File: src/rtl/fp_result_collector.sv
// fp_result_collector: return path of the 1-to-4 FP operand dispatch.
// Results from the add (0), sub (1), mul (2) and div (3) units are parked in a
// one-entry holding register per channel. An arbiter then forwards them one at
// a time into a registered output stage, and each result is tagged with its
// source channel.
//
// Ports:
//   clk, rst_n                 clock (rising edge), asynchronous active-low reset
//   inN_valid/inN_data/inN_ready  per-channel valid/ready result input, N = 0..3
//   out_valid/out_data/out_sel output result, source channel tag
//   out_ready                  downstream accepts the output
//
// Configuration macro FPRC_FIXED_PRIO_EN:
//   undefined : round-robin arbitration starting at rr_ptr
//   defined   : fixed priority, channel 0 highest; rr_ptr is not built
module fp_result_collector #(
    parameter int unsigned WIDTH = 32
) (
    input  logic             clk,
    input  logic             rst_n,
    input  logic             in0_valid,
    input  logic             in1_valid,
    input  logic             in2_valid,
    input  logic             in3_valid,
    input  logic [WIDTH-1:0] in0_data,
    input  logic [WIDTH-1:0] in1_data,
    input  logic [WIDTH-1:0] in2_data,
    input  logic [WIDTH-1:0] in3_data,
    output logic             in0_ready,
    output logic             in1_ready,
    output logic             in2_ready,
    output logic             in3_ready,
    output logic             out_valid,
    output logic [WIDTH-1:0] out_data,
    output logic [1:0]       out_sel,
    input  logic             out_ready
);

    logic [3:0]       in_valid;
    logic [WIDTH-1:0] in_data [4];
    logic [3:0]       in_ready;

    assign in_valid   = {in3_valid, in2_valid, in1_valid, in0_valid};
    assign in_data[0] = in0_data;
    assign in_data[1] = in1_data;
    assign in_data[2] = in2_data;
    assign in_data[3] = in3_data;
    assign in0_ready  = in_ready[0];
    assign in1_ready  = in_ready[1];
    assign in2_ready  = in_ready[2];
    assign in3_ready  = in_ready[3];

    logic [3:0]       hold_vld_q, hold_vld_d;
    logic [WIDTH-1:0] hold_data_q [4];
    logic [WIDTH-1:0] hold_data_d [4];
    logic             out_valid_q, out_valid_d;
    logic [WIDTH-1:0] out_data_q, out_data_d;
    logic [1:0]       out_sel_q, out_sel_d;

    logic       load;
    logic [1:0] search_base;
    logic [1:0] idx;
    logic       grant_any;
    logic [1:0] grant_idx;
    logic [3:0] grant;

`ifdef FPRC_FIXED_PRIO_EN
    assign search_base = 2'd0;
`else
    logic [1:0] rr_ptr_q, rr_ptr_d;

    assign search_base = rr_ptr_q;
    assign rr_ptr_d    = grant_any ? grant_idx + 2'd1 : rr_ptr_q;

    always_ff @(posedge clk or negedge rst_n) begin
        if (!rst_n) begin
            rr_ptr_q <= 2'd0;
        end else begin
            rr_ptr_q <= rr_ptr_d;
        end
    end
`endif

    // The output register can take a new result when empty or being drained.
    assign load = !out_valid_q | out_ready;

    // First pending channel in search order search_base, +1, ... (mod 4).
    always_comb begin
        grant_any = 1'b0;
        grant_idx = 2'd0;
        idx       = 2'd0;
        grant     = 4'b0000;
        if (load) begin
            for (int k = 0; k < 4; k++) begin
                idx = search_base + 2'(k);
                if (!grant_any && hold_vld_q[idx]) begin
                    grant_any = 1'b1;
                    grant_idx = idx;
                end
            end
        end
        if (grant_any) begin
            grant[grant_idx] = 1'b1;
        end
    end

    // Granted channel frees its slot this cycle, so it may refill at once;
    // this makes ready combinationally dependent on out_ready.
    assign in_ready = ~hold_vld_q | grant;

    always_comb begin
        for (int i = 0; i < 4; i++) begin
            hold_vld_d[i]  = hold_vld_q[i];
            hold_data_d[i] = hold_data_q[i];
            if (grant[i]) begin
                hold_vld_d[i] = 1'b0;
            end
            // A same-cycle refill wins over the clear from the grant.
            if (in_valid[i] && in_ready[i]) begin
                hold_vld_d[i]  = 1'b1;
                hold_data_d[i] = in_data[i];
            end
        end
    end

    always_comb begin
        out_valid_d = out_valid_q;
        out_data_d  = out_data_q;
        out_sel_d   = out_sel_q;
        if (load) begin
            out_valid_d = grant_any;
            if (grant_any) begin
                out_data_d = hold_data_q[grant_idx];
                out_sel_d  = grant_idx;
            end
        end
    end

    always_ff @(posedge clk or negedge rst_n) begin
        if (!rst_n) begin
            hold_vld_q  <= 4'b0000;
            for (int i = 0; i < 4; i++) begin
                hold_data_q[i] <= '0;
            end
            out_valid_q <= 1'b0;
            out_data_q  <= '0;
            out_sel_q   <= 2'd0;
        end else begin
            hold_vld_q  <= hold_vld_d;
            for (int i = 0; i < 4; i++) begin
                hold_data_q[i] <= hold_data_d[i];
            end
            out_valid_q <= out_valid_d;
            out_data_q  <= out_data_d;
            out_sel_q   <= out_sel_d;
        end
    end

    assign out_valid = out_valid_q;
    assign out_data  = out_data_q;
    assign out_sel   = out_sel_q;

endmodule

File: config.mk
export PLATFORM = sky130hd
export DESIGN_NAME = fp_result_collector
export DESIGN_NICKNAME = d
export VERILOG_FILES = /design/src/rtl/fp_result_collector.sv
export SDC_FILE = /design/constraint.sdc
export NUM_CORES = 1
export LEC_CHECK = 0
export BUFFER_PORTS_ARGS = -buffer_cell sky130_fd_sc_hd__buf_2
export CAP_MARGIN = 20
export CORE_AREA = 2 2 150 152
export DETAILED_ROUTE_END_ITERATION = 12
export DIE_AREA = 0 0 152 154
export GPL_ROUTABILITY_DRIVEN = 0
export PLACE_DENSITY = 0.71
export REMOVE_ABC_BUFFERS = 1
export SLEW_MARGIN = 20
export SYNTH_ARGS = -nofsm -noshare
export SYNTH_HDL_FRONTEND = slang
export SYNTH_SLANG_ARGS = --single-unit
File: constraint.sdc
create_clock -name clk -period 2.46 [get_ports clk]
set_input_delay 0.246 -clock clk [delete_from_list [all_inputs] [get_ports clk]]
set_output_delay 0.246 -clock clk [all_outputs]
set_load 0.005 [all_outputs]
==> impl_metrics.py, run 1 <==
metrics = {
    "floorplan": {
        "io_pins": 174,
        "die_y_um": 154,
        "start_util_pct": 39.8,
        "rows": 54,
        "core_um2": 21700,
        "die_area_um2": 23400,
        "die-width_um": 152,
    },
    "synth": {
        "synth.ff_latch_count": 169,
        "ys.flop_type": "dfrtp_1",
        "yosys_warnings": 0,
        "netlist_top_cells_area": "dfrtp_1 49%, o211ai_1 11%, nand2_1 10%",
        "syn_area_um2": 8640,
        "ys_types": 34,
        "netlist_top_cells_count": "230 x nand2_1, 169 x dfrtp_1, 128 x o211ai_1",
        "ys_seq_area_share_pct": 49.0,
        "synthCells": 884,
        "avgSynthCellArea_um2": 9.77,
        "yosysTopAreaCell": "dfrtp_1",
        "synth_most_common_cell": "nand2_1",
        "synth_top_area_share_pct": 49.0,
        "synth-edff-count": 0,
        "async_flop_share_pct": 100,
    },
    "clocking": {
        "clock_sinks": 169,
        "clock_latency_ns": 0.44,
        "cts_max_level": 4,
        "cts_root_buf": "clkbuf_16",
        "cts_tree": "built",
        "clock_path_buffers": 2,
        "clk_pin_slew_worst_paths_ns": 0.07,
        "cts_buffers": 17,
    },
    "job": {
        "drv_cap": 0,
    },
    "detailed_routing": {
        "finalWirelength_mm": 27.6,
        "avgViaCountPerCell": 5.71,
        "ant_nets": 0,
        "wl_per_cell_um": 21.0,
        "drt_iter0_markers": 637,
        "firstDrtPassIters": 5,
        "num_vias": 7518,
        "drc_errors": 0,
    },
    "setup_path": {
        "required_ns": 2.21,
        "start_kind": "register",
        "cp-end-kind": "primary output",
        "worst-setup-path-type": "reg -> out",
        "worstPathArrival_ns": 2.13,
        "cp_max_fo": 7,
    },
    "timing": {
        "fmax_mhz": 421,
        "relSlewSlack_pct": 48.6,
        "final-setup-viol-count": 0,
        "fin_crit_sh_pct": 96.5,
        "tightest_slew_ns": 0.771,
        "slew_violations": 0,
        "finClkSkew_ns": 0.0126,
        "hold_violations": 0,
        "min_period_ns": 2.37,
        "tns_ns": 0,
    },
    "power_and_ir_drop": {
        "vdd_ir_drop_max_mv": 1.12,
        "design_power_total_w": 0.0154,
        "powerDensity_nw_per_um2": 1470,
        "total_leakage_power_nw": 4.77,
    },
    "global_route": {
        "grt_pass1_vias": 7413,
        "grt_max_degree": 66,
        "grt_pass1_wl_mm": 42.5,
        "grt.overflow.total": 0,
        "track_usage_pct": 23.2,
        "antenna_found_initial": 2,
    },
    "final_layout": {
        "register_area_um2": 4230,
        "layout-drive-gt1-share_pct": 27.3,
        "nNetsFinal": 1157,
        "area_growth_pct": 20.7,
        "multi_input_area_um2": 4020,
        "fill_cells": 2038,
        "final_core_util_pct": 48.1,
    },
    "status": {
        "status": "finished clean",
    },
    "placement": {
        "dp_hpwl_mm": 17.0,
        "io_buffers": 173,
    },
    "worst_hold_path": {
        "hold_class": "in -> reg",
    },
}
-- what timing repair did --
item,in CTS,in global routing
cloned,0,2
pin swaps,1,2
buffers inserted,1,3
setup endpoints to repair,4,4
hold endpoints to repair,50,0
hold buffers,1,0
resized for setup,6,2
-- layout make-up --
cell class | instances | share of cell area (%)
Sequential cell | 169 | 40.6
Multi-Input combinational cell | 619 | 38.6
Timing Repair Buffer | 209 | 11.5
Clock buffer | 18 | 4.12
Tap cell | 280 | 3.36
Clock inverter | 14 | 1.63
Inverter | 6 | 0.216
Antenna cell | 1 | 0.0240
-- placed cells by master, fill, tap and decap left out, types with 3 or more instances in the layout --
cell type,n
nand2_1,230
buf_2,171
dfrtp_1,167
o211ai_1,128
nand2b_1,66
mux2i_1,64
o22ai_1,45
o221ai_1,32
buf_4,32
o22ai_2,19
clkbuf_16,17
inv_1,6
or2_2,5
o21a_4,4
clkinvlp_4,4
buf_12,4
bufinv_16,3
clkinv_2,3
inv_6,3
-- registers in the layout, summed over array words and instances, names as in the netlist --
register / count
out_data: 32
rr_ptr_q: 2
hold_vld_q: 4
out_sel: 2
hold_data_q: 128
out_valid: 1
-- final timing paths --
path,start,to,slack [ns],depth (start not counted)
worst max register to register,rr_ptr_q[1]$_DFFE_PN0P_,out_data[8]$_DFFE_PN0P_,0.18,8
max in group asynchronous,rst_n,hold_data_q[57]$_DFFE_PN0P_,1.34,3
worst max-delay path,rr_ptr_q[1]$_DFFE_PN0P_,in2_ready,0.09,7
min in group asynchronous,rst_n,hold_data_q[1]$_DFFE_PN0P_,0.33,2
worst min register to register,out_sel[1]$_DFFE_PN0P_,out_sel[1]$_DFFE_PN0P_,0.48,2
worst min-delay path,in2_data[4],hold_data_q[36]$_DFFE_PN0P_,0.05,3
-- worst max-delay path, cell delays in order, from the launching register on --
cell      delay, ns
dfrtp_1        0.44
nand2b_1       0.17
a21o_1         0.24
and3_2         0.24
buf_4          0.17
o21a_4         0.23
inv_1          0.09
buf_2          0.11
-- where the power goes --
| group | switching (W) | internal (W) |
|---|---|---|
| sequential | 0.000887 | 0.00408 |
| clock | 0.00118 | 0.00160 |
| combinational | 0.00442 | 0.00319 |
| total | 0.00649 | 0.00886 |
-- metal layers --
metal | vias up | share of wire (%) | wire (um) | GRT usage (%)
met5 | - | 0.047 | 13 | 0
met4 | 2 | 1.6 | 433 | 7.43
met3 | 32 | 7.4 | 2040 | 6.03
met2 | 316 | 46 | 12800 | 35.4
met1 | 3730 | 45 | 12300 | 32.4
li1 | 3438 | - | - | -
-- through the flow --
stage	hold slack (ns)	instances	instance area (um2)	worst slack, ns
after CTS	0.0423	1310	10400	0.0301
after global routing	0.0537	1315	10400	-0.00241
after global placement	0.249	1276	9720	0.266
after detailed placement	0.257	1276	9720	0.202
after floorplan	-0.0496	792	8160	-2.35
final	0.0548	1316	10400	0.0863
-- kinds of logic (layout without fill, tap and decap cells) --
kind of cell	count (synthesis)	count (layout)	share of synthesized area (%)
mux	64	64	7.42
flops	169	169	49.0
compound gates	235	237	21.3
other cells	0	1	0
buf+inv	98	247	5.72
simple gates	317	317	16.5
xor+xnor	1	1	0.101
Note: power is estimated with default switching activity, not from simulation.
==> inputs of run 2 (changes only) <==
Settings changed: CELL_PAD_IN_SITES_DETAIL_PLACEMENT set to 1, CELL_PAD_IN_SITES_GLOBAL_PLACEMENT set to 2, CORE_AREA 2 2 150 152 to 2 2 163 165, DIE_AREA 0 0 152 154 to 0 0 165 167, PLACE_DENSITY 0.71 to 0.89.
==> run 2 against run 1 <==
Compared with the run above:
- first-iteration DRC count is 16% lower
- core utilization is 7.2 points lower
- clock power is 4% higher
- critical endpoint is now in1_ready
- non-clock buffer count is 3 higher
- sequential cell count stayed put
- critical path depth stayed put
- fmax is 0.28% higher
==> impl_metrics.py, run 2 (synthesized netlist as in run 1, its figures left out) <==
metrics = {
    "status": {
        "status": "finished clean",
    },
    "power_and_ir_drop": {
        "total_leakage_power_nw": 4.79,
        "vdd_ir_drop_max_mv": 0.986,
        "power_switching_w": 0.00659,
        "swShare_pct": 42.3,
        "internal_power_w": 0.00898,
        "powerDensity_nw_per_um2": 1480,
        "p_clk_share_pct": 18.5,
        "pwr-share-comb_pct": 49.5,
        "sequentialPowerShare_pct": 32.0,
    },
    "timing": {
        "min_period_ns": 2.37,
        "slew_violations": 0,
        "finalWorstSetupSlack_ns": 0.0928,
        "final-setup-viol-count": 0,
        "tns_ns": 0,
        "finClkSkew_ns": 0.00749,
        "relSlewSlack_pct": 40.0,
        "tightest_slew_ns": 0.901,
        "grt_setup_unrepaired": "no",
        "hold_violations": 0,
        "fin_crit_sh_pct": 96.2,
        "fmax_mhz": 422,
    },
    "worst_hold_path": {
        "worstHoldPathCells": 3,
        "hold_class": "in -> reg",
    },
    "clocking": {
        "clock_path_buffers": 2,
        "cts_max_level": 4,
        "clk_pin_slew_worst_paths_ns": 0.07,
        "cts_tree": "built",
        "cts_root_buf": "clkbuf_16",
        "clock_latency_ns": 0.43,
        "clock_sinks": 169,
        "cts_buffers": 17,
    },
    "final_layout": {
        "final_common_cell": "nand2_1",
        "area_growth_pct": 21.8,
        "layout_common_cells": "230 x nand2_1, 172 x buf_2, 166 x dfrtp_1",
        "layout-drive-gt1-share_pct": 27.3,
        "layout.cells.non_filler": 1372,
        "largest_register_ffs": 128,
        "fill_cells": 2951,
        "nNetsFinal": 1158,
        "regMostFlops": "hold_data_q",
    },
    "job": {
        "drv_cap": 0,
    },
    "detailed_routing": {
        "drt_iter0_markers": 533,
        "wl_per_cell_um": 22.2,
        "avgViaCountPerCell": 5.52,
        "finalWirelength_mm": 30.4,
        "ant_nets": 0,
        "drc_errors": 0,
        "firstDrtPassIters": 5,
        "num_vias": 7571,
    },
    "floorplan": {
        "core_um2": 25800,
        "die_y_um": 167,
        "io_pins": 174,
        "die-width_um": 165,
        "rows": 59,
        "die_area_um2": 27600,
        "start_util_pct": 33.5,
    },
    "setup_path": {
        "required_ns": 2.21,
        "cp_max_fo": 7,
        "r2r_setup_slack_ns": 0.15,
        "worst-setup-path-type": "reg -> out",
        "r2r_cells": 8,
        "cp-end-kind": "primary output",
        "start_kind": "register",
        "worstPathArrival_ns": 2.12,
    },
    "global_route": {
        "track_usage_pct": 22.8,
        "grt.overflow.total": 0,
        "grt_max_degree": 65,
        "grt_pass1_wl_mm": 47.4,
        "antenna_found_initial": 2,
        "grt_pass1_vias": 8100,
    },
    "placement": {
        "dp_hpwl_mm": 19.8,
        "io_buffers": 173,
        "dp_slack_ns": 0.151,
        "dpl.cell_count": 1337,
    },
}
-- run 2: cell types whose count changed in the layout (fill, tap and decap cells not counted), sizes merged --
cell,change
o21a,-2
buf,+2
clkbuf,+5
clkinv,-1
inv,-2
clkinvlp,-1
-- run 2: what timing repair did --
action,in CTS,in global routing
hold endpoints to repair,59,0
gates resized for setup,5,3
setup endpoints to repair,3,2
pin swaps,1,0
hold buffers,1,0
cloned,0,0
setup buffers,1,0
-- run 2: final timing paths --
| path | from | to |
|---|---|---|
| min reg2reg | out_sel[1]$_DFFE_PN0P_ | out_sel[1]$_DFFE_PN0P_ |
| min in group asynchronous | rst_n | out_sel[1]$_DFFE_PN0P_ |
| max | rr_ptr_q[1]$_DFFE_PN0P_ | in1_ready |
| max reg2reg | rr_ptr_q[1]$_DFFE_PN0P_ | hold_data_q[75]$_DFFE_PN0P_ |
| min | in2_data[2] | hold_data_q[34]$_DFFE_PN0P_ |
| max in group asynchronous | rst_n | hold_data_q[70]$_DFFE_PN0P_ |
-- run 2: layer usage --
layer	global-route usage [%]	vias up	share of wire (%)
met5	0	-	0.043
met4	7.37	2	2.4
met3	4.11	45	5.0
met2	36.1	242	47
met1	31.5	3841	46
li1	-	3441	-
-- run 2: area by class of cell --
type                    instances  area [um2]  area share, %
flip-flops and latches        169        4230           40.2
multi-input cells             617        3980           37.8
repair buffers                212        1240           11.8
clock buffers                  22         484           4.60
well taps                     335         419           3.99
clock inverters                10         140           1.33
inverters                       6        22.5          0.214
diodes                          1        2.50         0.0238
-- run 2: through the flow --
stage / power [W] / hold slack [ns] / utilization [%] / area, um2
detailed placement: 0.0126 / 0.280 / 38.2 / 9840
CTS: 0.0157 / 0.0563 / 40.8 / 10500
floorplan: 0.00906 / -0.0496 / - / 8160
global placement: 0.0123 / 0.285 / 38.2 / 9840
finish: 0.0156 / 0.0656 / 40.8 / 10500
global route: 0.0166 / 0.0642 / 40.8 / 10500
-- run 2: critical path: stages (launching register included) --
cell,delay (ns)
dfrtp_2,0.45
nor2b_1,0.15
o21ai_1,0.21
buf_4,0.17
nand4_1,0.23
o21a_4,0.33
inv_1,0.05
buf_2,0.10
-- run 2: power by group through the flow --
| stage | Clock, W | Combinational (W) | Sequential (W) |
|---|---|---|---|
| finish | 0.00288 | 0.00771 | 0.00498 |
| global route | 0.00303 | 0.00846 | 0.00514 |
| CTS | 0.00290 | 0.00778 | 0.00497 |
| detailed placement | 0 | 0.00763 | 0.00499 |
| global placement | 0 | 0.00733 | 0.00493 |
| floorplan | 0 | 0.00426 | 0.00479 |
